--- config.mk ---
export PLATFORM = sky130hd
export DESIGN_NAME = bsg_dff_pipe_reset_async
export DESIGN_NICKNAME = d
export VERILOG_FILES = /design/src/rtl/bsg_dff_pipe_reset_async_pkg.sv /design/src/rtl/bsg_dff_en_reset_async.sv /design/src/rtl/bsg_dff_pipe_reset_async.sv
export SDC_FILE = /design/constraint.sdc
export NUM_CORES = 1
export LEC_CHECK = 0
export CORE_MARGIN = 5
export CORE_UTILIZATION = 40
export CTS_CLUSTER_SIZE = 40
export DETAILED_ROUTE_END_ITERATION = 8
export PLACE_DENSITY_LB_ADDON = 0.3
export SLEW_MARGIN = 20
export SYNTH_ARGS = -nofsm -noshare
export SYNTH_HDL_FRONTEND = slang
export SYNTH_HIERARCHICAL = 1
export SYNTH_SLANG_ARGS = --single-unit
--- constraint.sdc ---
create_clock -name clk_i -period 2.81 [get_ports clk_i]
set_input_delay 0.562 -clock clk_i [delete_from_list [all_inputs] [get_ports clk_i]]
set_output_delay 0.562 -clock clk_i [all_outputs]
set_load 0.05 [all_outputs]
--- src/rtl/bsg_dff_pipe_reset_async_pkg.sv ---
// Shared helpers for the elastic reset-value register pipeline.
// Holds the sizing function for the occupancy counter.
package bsg_dff_pipe_reset_async_pkg;

    // Number of bits needed to count 0..depth occupied stages.
    function automatic int cnt_width(input int depth);
        return (depth < 1) ? 1 : $clog2(depth + 1);
    endfunction

endpackage

--- src/rtl/bsg_dff_en_reset_async.sv ---
// One pipeline stage: a valid bit that updates every cycle plus a data word
// that only loads when enabled. Both are cleared asynchronously.
module bsg_dff_en_reset_async #(
    parameter int                 width_p     = 16,
    parameter logic [width_p-1:0] reset_val_p = '0
) (
    input  logic               clk_i,
    input  logic               reset_n_i,
    input  logic               v_i,
    input  logic               en_i,
    input  logic [width_p-1:0] data_i,
    output logic               v_o,
    output logic [width_p-1:0] data_o
);

    logic               v_q;
    logic [width_p-1:0] data_q;

    always_ff @(posedge clk_i or negedge reset_n_i) begin
        if (!reset_n_i) begin
            v_q    <= 1'b0;
            data_q <= reset_val_p;
        end else begin
            v_q <= v_i;
            if (en_i) data_q <= data_i;
        end
    end

    assign v_o    = v_q;
    assign data_o = data_q;

endmodule

--- src/rtl/bsg_dff_pipe_reset_async.sv ---
// Elastic depth_p-stage register pipeline with valid/yumi handshake, bubble
// collapsing, synchronous flush and occupancy count.
module bsg_dff_pipe_reset_async
    import bsg_dff_pipe_reset_async_pkg::*;
#(
    parameter int                 width_p     = 16,
    parameter int                 depth_p     = 2,
    parameter logic [width_p-1:0] reset_val_p = '0
) (
    input  logic                          clk_i,
    input  logic                          reset_n_i,
    input  logic                          flush_i,
    input  logic                          valid_i,
    input  logic [width_p-1:0]            data_i,
    output logic                          ready_o,
    output logic                          valid_o,
    output logic [width_p-1:0]            data_o,
    input  logic                          yumi_i,
    output logic [cnt_width(depth_p)-1:0] count_o
);

    localparam int CntW = cnt_width(depth_p);

    logic [depth_p-1:0]              v_q, v_d, adv, ld;
    logic [depth_p-1:0][width_p-1:0] data_q, data_d;
    logic                            accept;

    // An item moves on when the slot ahead is empty or is itself moving.
    always_comb begin
        adv          = '0;
        adv[depth_p-1] = v_q[depth_p-1] & yumi_i;
        for (int k = depth_p - 2; k >= 0; k--) begin
            adv[k] = v_q[k] & (~v_q[k+1] | adv[k+1]);
        end
    end

    assign ready_o = ~flush_i & (~v_q[0] | adv[0]);
    assign accept  = valid_i & ready_o;

    // Flush clears valids only; data loads are suppressed so stages keep their words.
    always_comb begin
        ld        = '0;
        data_d    = data_q;
        ld[0]     = accept;
        data_d[0] = data_i;
        v_d[0]    = accept | (v_q[0] & ~adv[0]);
        for (int k = 1; k < depth_p; k++) begin
            ld[k]     = adv[k-1] & ~flush_i;
            data_d[k] = data_q[k-1];
            v_d[k]    = adv[k-1] | (v_q[k] & ~adv[k]);
        end
        if (flush_i) v_d = '0;
    end

    for (genvar k = 0; k < depth_p; k++) begin : g_stage
        bsg_dff_en_reset_async #(
            .width_p    (width_p),
            .reset_val_p(reset_val_p)
        ) u_stage (
            .clk_i    (clk_i),
            .reset_n_i(reset_n_i),
            .v_i      (v_d[k]),
            .en_i     (ld[k]),
            .data_i   (data_d[k]),
            .v_o      (v_q[k]),
            .data_o   (data_q[k])
        );
    end

    assign valid_o = v_q[depth_p-1];
    assign data_o  = data_q[depth_p-1];

    always_comb begin
        count_o = '0;
        for (int k = 0; k < depth_p; k++) begin
            count_o = count_o + CntW'(v_q[k]);
        end
    end

`ifndef SYNTHESIS
    yumi_needs_valid: assert property (@(posedge clk_i) disable iff (!reset_n_i) yumi_i |-> valid_o);
`endif

endmodule

Yosys cells after proc, flatten, opt, wreduce, memory -nomap -nowiden
Cells that the tools add are included.
{ "word_totals": {"wordCells": 22, "reg_bits": 34} }
{ "op_classes": {"n_bitwise": 16, "addsub": 1, "n_mux": 1} }
{ "op_table": {"columns": ["operator", "count"], "rows": [
  ["$and 1x1->1", 7],
  ["$not 1->1", 5],
  ["$or 1x1->1", 4],
  ["$add 1x1->2", 1],
  ["$mux 2", 1]
]} }

Longest topological paths before layout
{ "logic_depth": {"ltp_word": 8, "depth_mapped": 5, "ltp_nobuf": 3} }

Hierarchy
The synthesis kept the hierarchy.
{ "modules_own_cells": {"columns": ["module", "cells_per_inst", "n_inst", "area_each_um2", "seq_area_each_um2"], "rows": [
  ["bsg_dff_en_reset_async", 35, 2, 674.4, 425.4],
  ["bsg_dff_pipe_reset_async", 9, 1, 75.1, 0.0]
]} }

Worst setup path after synthesis
OpenSTA, ideal clock, no wires.
{ "synth_timing": {"path_kind": "register to output", "from": "reg g_stage[1].u_stage.v_q", "to": "out ready_o", "stages_incl_launch_ff": 3, "arrival_ps": 1573, "setup_slack_ps": 675, "required_ps": 2248, "path_cell_list": "dfrtp_1 -> nor2b_4 -> a21oi_1"} }
{ "synth_via": {"elab_chain_cells": 5, "elab_cells_between_ends": 6} }
{ "synth_rtl": {"columns": ["element", "line_no", "source"], "rows": [
  ["start: declaration", "bsg_dff_en_reset_async.sv:16", "logic v_q;"],
  ["start signal: assignment", "bsg_dff_en_reset_async.sv:24", "v_q <= v_i;"],
  ["$and 1x1->1 or $not 1->1 (tied branches)", "bsg_dff_pipe_reset_async.sv:31, bsg_dff_pipe_reset_async.sv:33", null],
  ["$or 1x1->1 (*)", "bsg_dff_pipe_reset_async.sv:33", "adv[k] = v_q[k] & (~v_q[k+1] | adv[k+1]);"],
  ["$and 1x1->1 (*)", "bsg_dff_pipe_reset_async.sv:33", null],
  ["$or 1x1->1 (*)", "bsg_dff_pipe_reset_async.sv:37", "assign ready_o = ~flush_i & (~v_q[0] | adv[0]);"],
  ["$and 1x1->1 (*)", "bsg_dff_pipe_reset_async.sv:37", null],
  ["end: declaration", "bsg_dff_pipe_reset_async.sv:15", "output logic ready_o,"]
]} }
Every way passes the cells marked *; elsewhere a longest branch is shown, timed or not.

Final worst setup path
{ "layout_timing": {"from": "reg g_stage[0].u_stage.v_q", "to": "out count_o[0]"} }
{ "layout_via": {"elab_chain_cells": 1} }
{ "layout_rtl": {"columns": ["element", "line_no", "source"], "rows": [
  ["start: declaration", "bsg_dff_en_reset_async.sv:16", null],
  ["start signal: assignment", "bsg_dff_en_reset_async.sv:24", null],
  ["$add 1x1->2", "bsg_dff_pipe_reset_async.sv:76", "count_o = count_o + CntW'(v_q[k]);"],
  ["end: declaration", "bsg_dff_pipe_reset_async.sv:19", "output logic [cnt_width(depth_p)-1:0] count_o"]
]} }
Every way passes these cells.

==> impl_metrics.csv <==
group,metric,value,unit
outcome,status,"completed",
critical_path,slowest_delay,0.80,ns
floorplanning,rows,21,
logic_synthesis,yosysWarnings,6,
critical_path,crit_arrival,1.87,ns
logic_synthesis,synth.distinct_cells,13,
critical_path,start_kind,"flip-flop",
place,finalWeightedCongestion,0.688,
pwr,p_leak,0.000843,uW
floorplanning,initial_core_util,42.0,%
critical_path,critical_path.slowest_cell,"clkdlybuf4s50_1",
critical_path,path_depth,2,
timing,setup_tns,0,ns
final_layout,final_area,1910,um2
timing,finalCriticalPeriod,2.43,ns
global_routing,grt_antenna_before_repair,0,
clock_tree,post_cts_buffers,0,
floorplanning,die_h,69.7,um
critical_path,worstPathMaxFanout,6,
final_layout,nets,147,
place,placed_cell_area,1850,um2
pwr,power_density,813,nW/um2
floorplanning,coreArea,3390,um2
timing,post-route-period-util,86.6,%
global_routing,track_usage,11.8,%
final_layout,diodes,0,
timing,rsz0062_at_grt,"false",
detailed_routing,drtPass1Iterations,4,
global_routing,grt_first_pass_wirelength,4490,um
clock_tree,cts_sinks,34,
timing,fin_skew,0.0103,ns
global_routing,grt_pass1_vias,953,
clock_tree,cts.path.max_buffers,2,
critical_path,crit_path_cell_trace,"ha_1, clkdlybuf4s50_1",
critical_path,worstSetupPathType,"reg2out",
clock_tree,cts_resized,0,
clock_tree,hold_buffers,0,
logic_synthesis,syn_area_per_cell,18.0,um2
clock_tree,cts_made_buffers,5,
detailed_routing,num_vias,807,
place,numPortBuffers,40,
timing,final_max_slew_viol_count,0,
floorplanning,dieArea,4850,um2
place,dp_hpwl,1790,um
pwr,peakVddDrop,0.000451,V
detailed_routing,routed_wl,2600,um
logic_synthesis,ys_seq_area_share,59.8,%
timing,whs,0.505,ns
detailed_routing,drtAntennaViolNets,0,
final_layout,drive_gt1_share,36.5,%
global_routing,grt_max_degree,35,
timing,tightest_slew,0.506,ns
final_layout,final_common_cell,"clkdlybuf4s50_1",
timing,worst_slack,0.377,ns
critical_path,ff2ff_path_depth,4,
final_layout,layout_common_cells,"clkdlybuf4s50_1, dfrtp_1, mux2_4",
logic_synthesis,syn_area,1420,um2
final_layout,fillers,266,
timing,hold_violations,0,
final_layout,post-route-util,56.3,%
clock_tree,clk_latency,0.32,ns
detailed_routing,drt-initial-drc-count,34,
critical_path,crit_path_end_kind,"output pin",
critical_path,crit_family,"buffers and inverters",
logic_synthesis,ys_ff_latch,34,
timing,timing.slew.headroom,66.2,%
job,cap_violations,0,
logic_synthesis,syn_inst,79,
global_routing,grt.overflow.total,0,
critical_path,required,2.25,ns
clock_tree,clk_pin_slew_worst_paths,0.10,ns
min_path,whs_path_depth,1,
clock_tree,cts_root_buf,"clkbuf_4",
floorplanning,die_w,69.7,um
floorplanning,io_pins,41,
clock_tree,ctsHtreeMaxLevel,2,
min_path,hold_class,"reg2reg",
timing,max_freq,0.411,GHz
critical_path,cp_num_buf_inv,1,
logic_synthesis,synth_fp_nets,101,
timing,setup_violations,0,
place,place_ws,0.633,ns
clock_tree,cts_tree,"built",
detailed_routing,routedWlPerCell,15.1,um
final_layout,area_growth,34.0,%
detailed_routing,drc,0,
detailed_routing,viasPerCell,4.69,
==> worst reg2reg max path: stages (launching register included) <==
cell and delay, ns:
dfrtp_1 0.43, nor2b_4 0.16, nor3b_2 0.15, buf_4 0.30, mux2_2 0.38
==> report_power, final <==
| group | leakage, uW | internal, uW | switching (uW) |
|---|---|---|---|
| clock | 0.0000353 | 121 | 151 |
| combinational | 0.000403 | 271 | 353 |
| sequential | 0.000405 | 596 | 58.8 |
==> layer usage <==
metal	routed length [um]	track usage, %	vias up
li1	-	-	372
met1	1150	14.6	394
met2	1210	18.2	36
met3	219	6.09	5
met4	28	3.19	0
met5	0	0	-
==> cell usage after synthesis, drive strengths merged <==
| library cell | n | area share (%) |
|---|---|---|
| a21oi | 2 | 0.70 |
| buf | 4 | 4.4 |
| dfrtp | 34 | 60 |
| ha | 1 | 0.88 |
| mux2 | 32 | 31 |
| nand2 | 1 | 0.26 |
| nand2b | 1 | 0.44 |
| nand4bb | 1 | 0.79 |
| nor2b | 1 | 0.97 |
| nor3b | 1 | 0.53 |
| o21ba | 1 | 0.70 |
==> sequential cells by signal (all words and copies together), names as in the netlist <==
signal	flops
g_stage.u_stage/data_o	32
g_stage.u_stage/v_o	2
==> per-stage QoR <==
stage / power [uW] / cells
6_report: 1550 / 172
5_1_grt: 1630 / 172
4_1_cts: 1570 / 172
3_5_place_dp: 1290 / 164
3_3_place_gp: 1280 / 164
2_1_floorplan: 1080 / 79
==> cells by family after synthesis <==
group,share of synthesized area [%]
and+or+nand+nor,2.99
DFF,59.8
buffers and inverters,4.39
muxes,30.6
AOI/OAI and AO/OA,1.41
adders and majority gates,0.879
==> layout make-up <==
type | count | area [um2] | share of cell area (%)
clock buffers | 7 | 55.1 | 2.89
clock inverters | 1 | 5.00 | 0.262
multi-input cells | 41 | 519 | 27.2
repair buffers | 43 | 420 | 22.0
well taps | 46 | 57.6 | 3.02
flip-flops and latches | 34 | 851 | 44.6
==> final timing paths <==
kind | start | to | slack [ns]
min in group asynchronous | reset_n_i | g_stage[0].u_stage/data_o[8]$_DFFE_PN0P_ | 0.64
worst min register to register | g_stage[0].u_stage/data_o[7]$_DFFE_PN0P_ | g_stage[1].u_stage/data_o[7]$_DFFE_PN0P_ | 0.51
worst min-delay path | g_stage[0].u_stage/data_o[7]$_DFFE_PN0P_ | g_stage[1].u_stage/data_o[7]$_DFFE_PN0P_ | 0.51
max in group asynchronous | reset_n_i | g_stage[0].u_stage/data_o[7]$_DFFE_PN0P_ | 1.86
worst max-delay path | g_stage[0].u_stage/v_o$_DFF_PN0_ | count_o[0] | 0.38
worst max register to register | g_stage[1].u_stage/v_o$_DFF_PN0_ | g_stage[1].u_stage/data_o[2]$_DFFE_PN0P_ | 1.28
(Power assumes the default switching activity.)
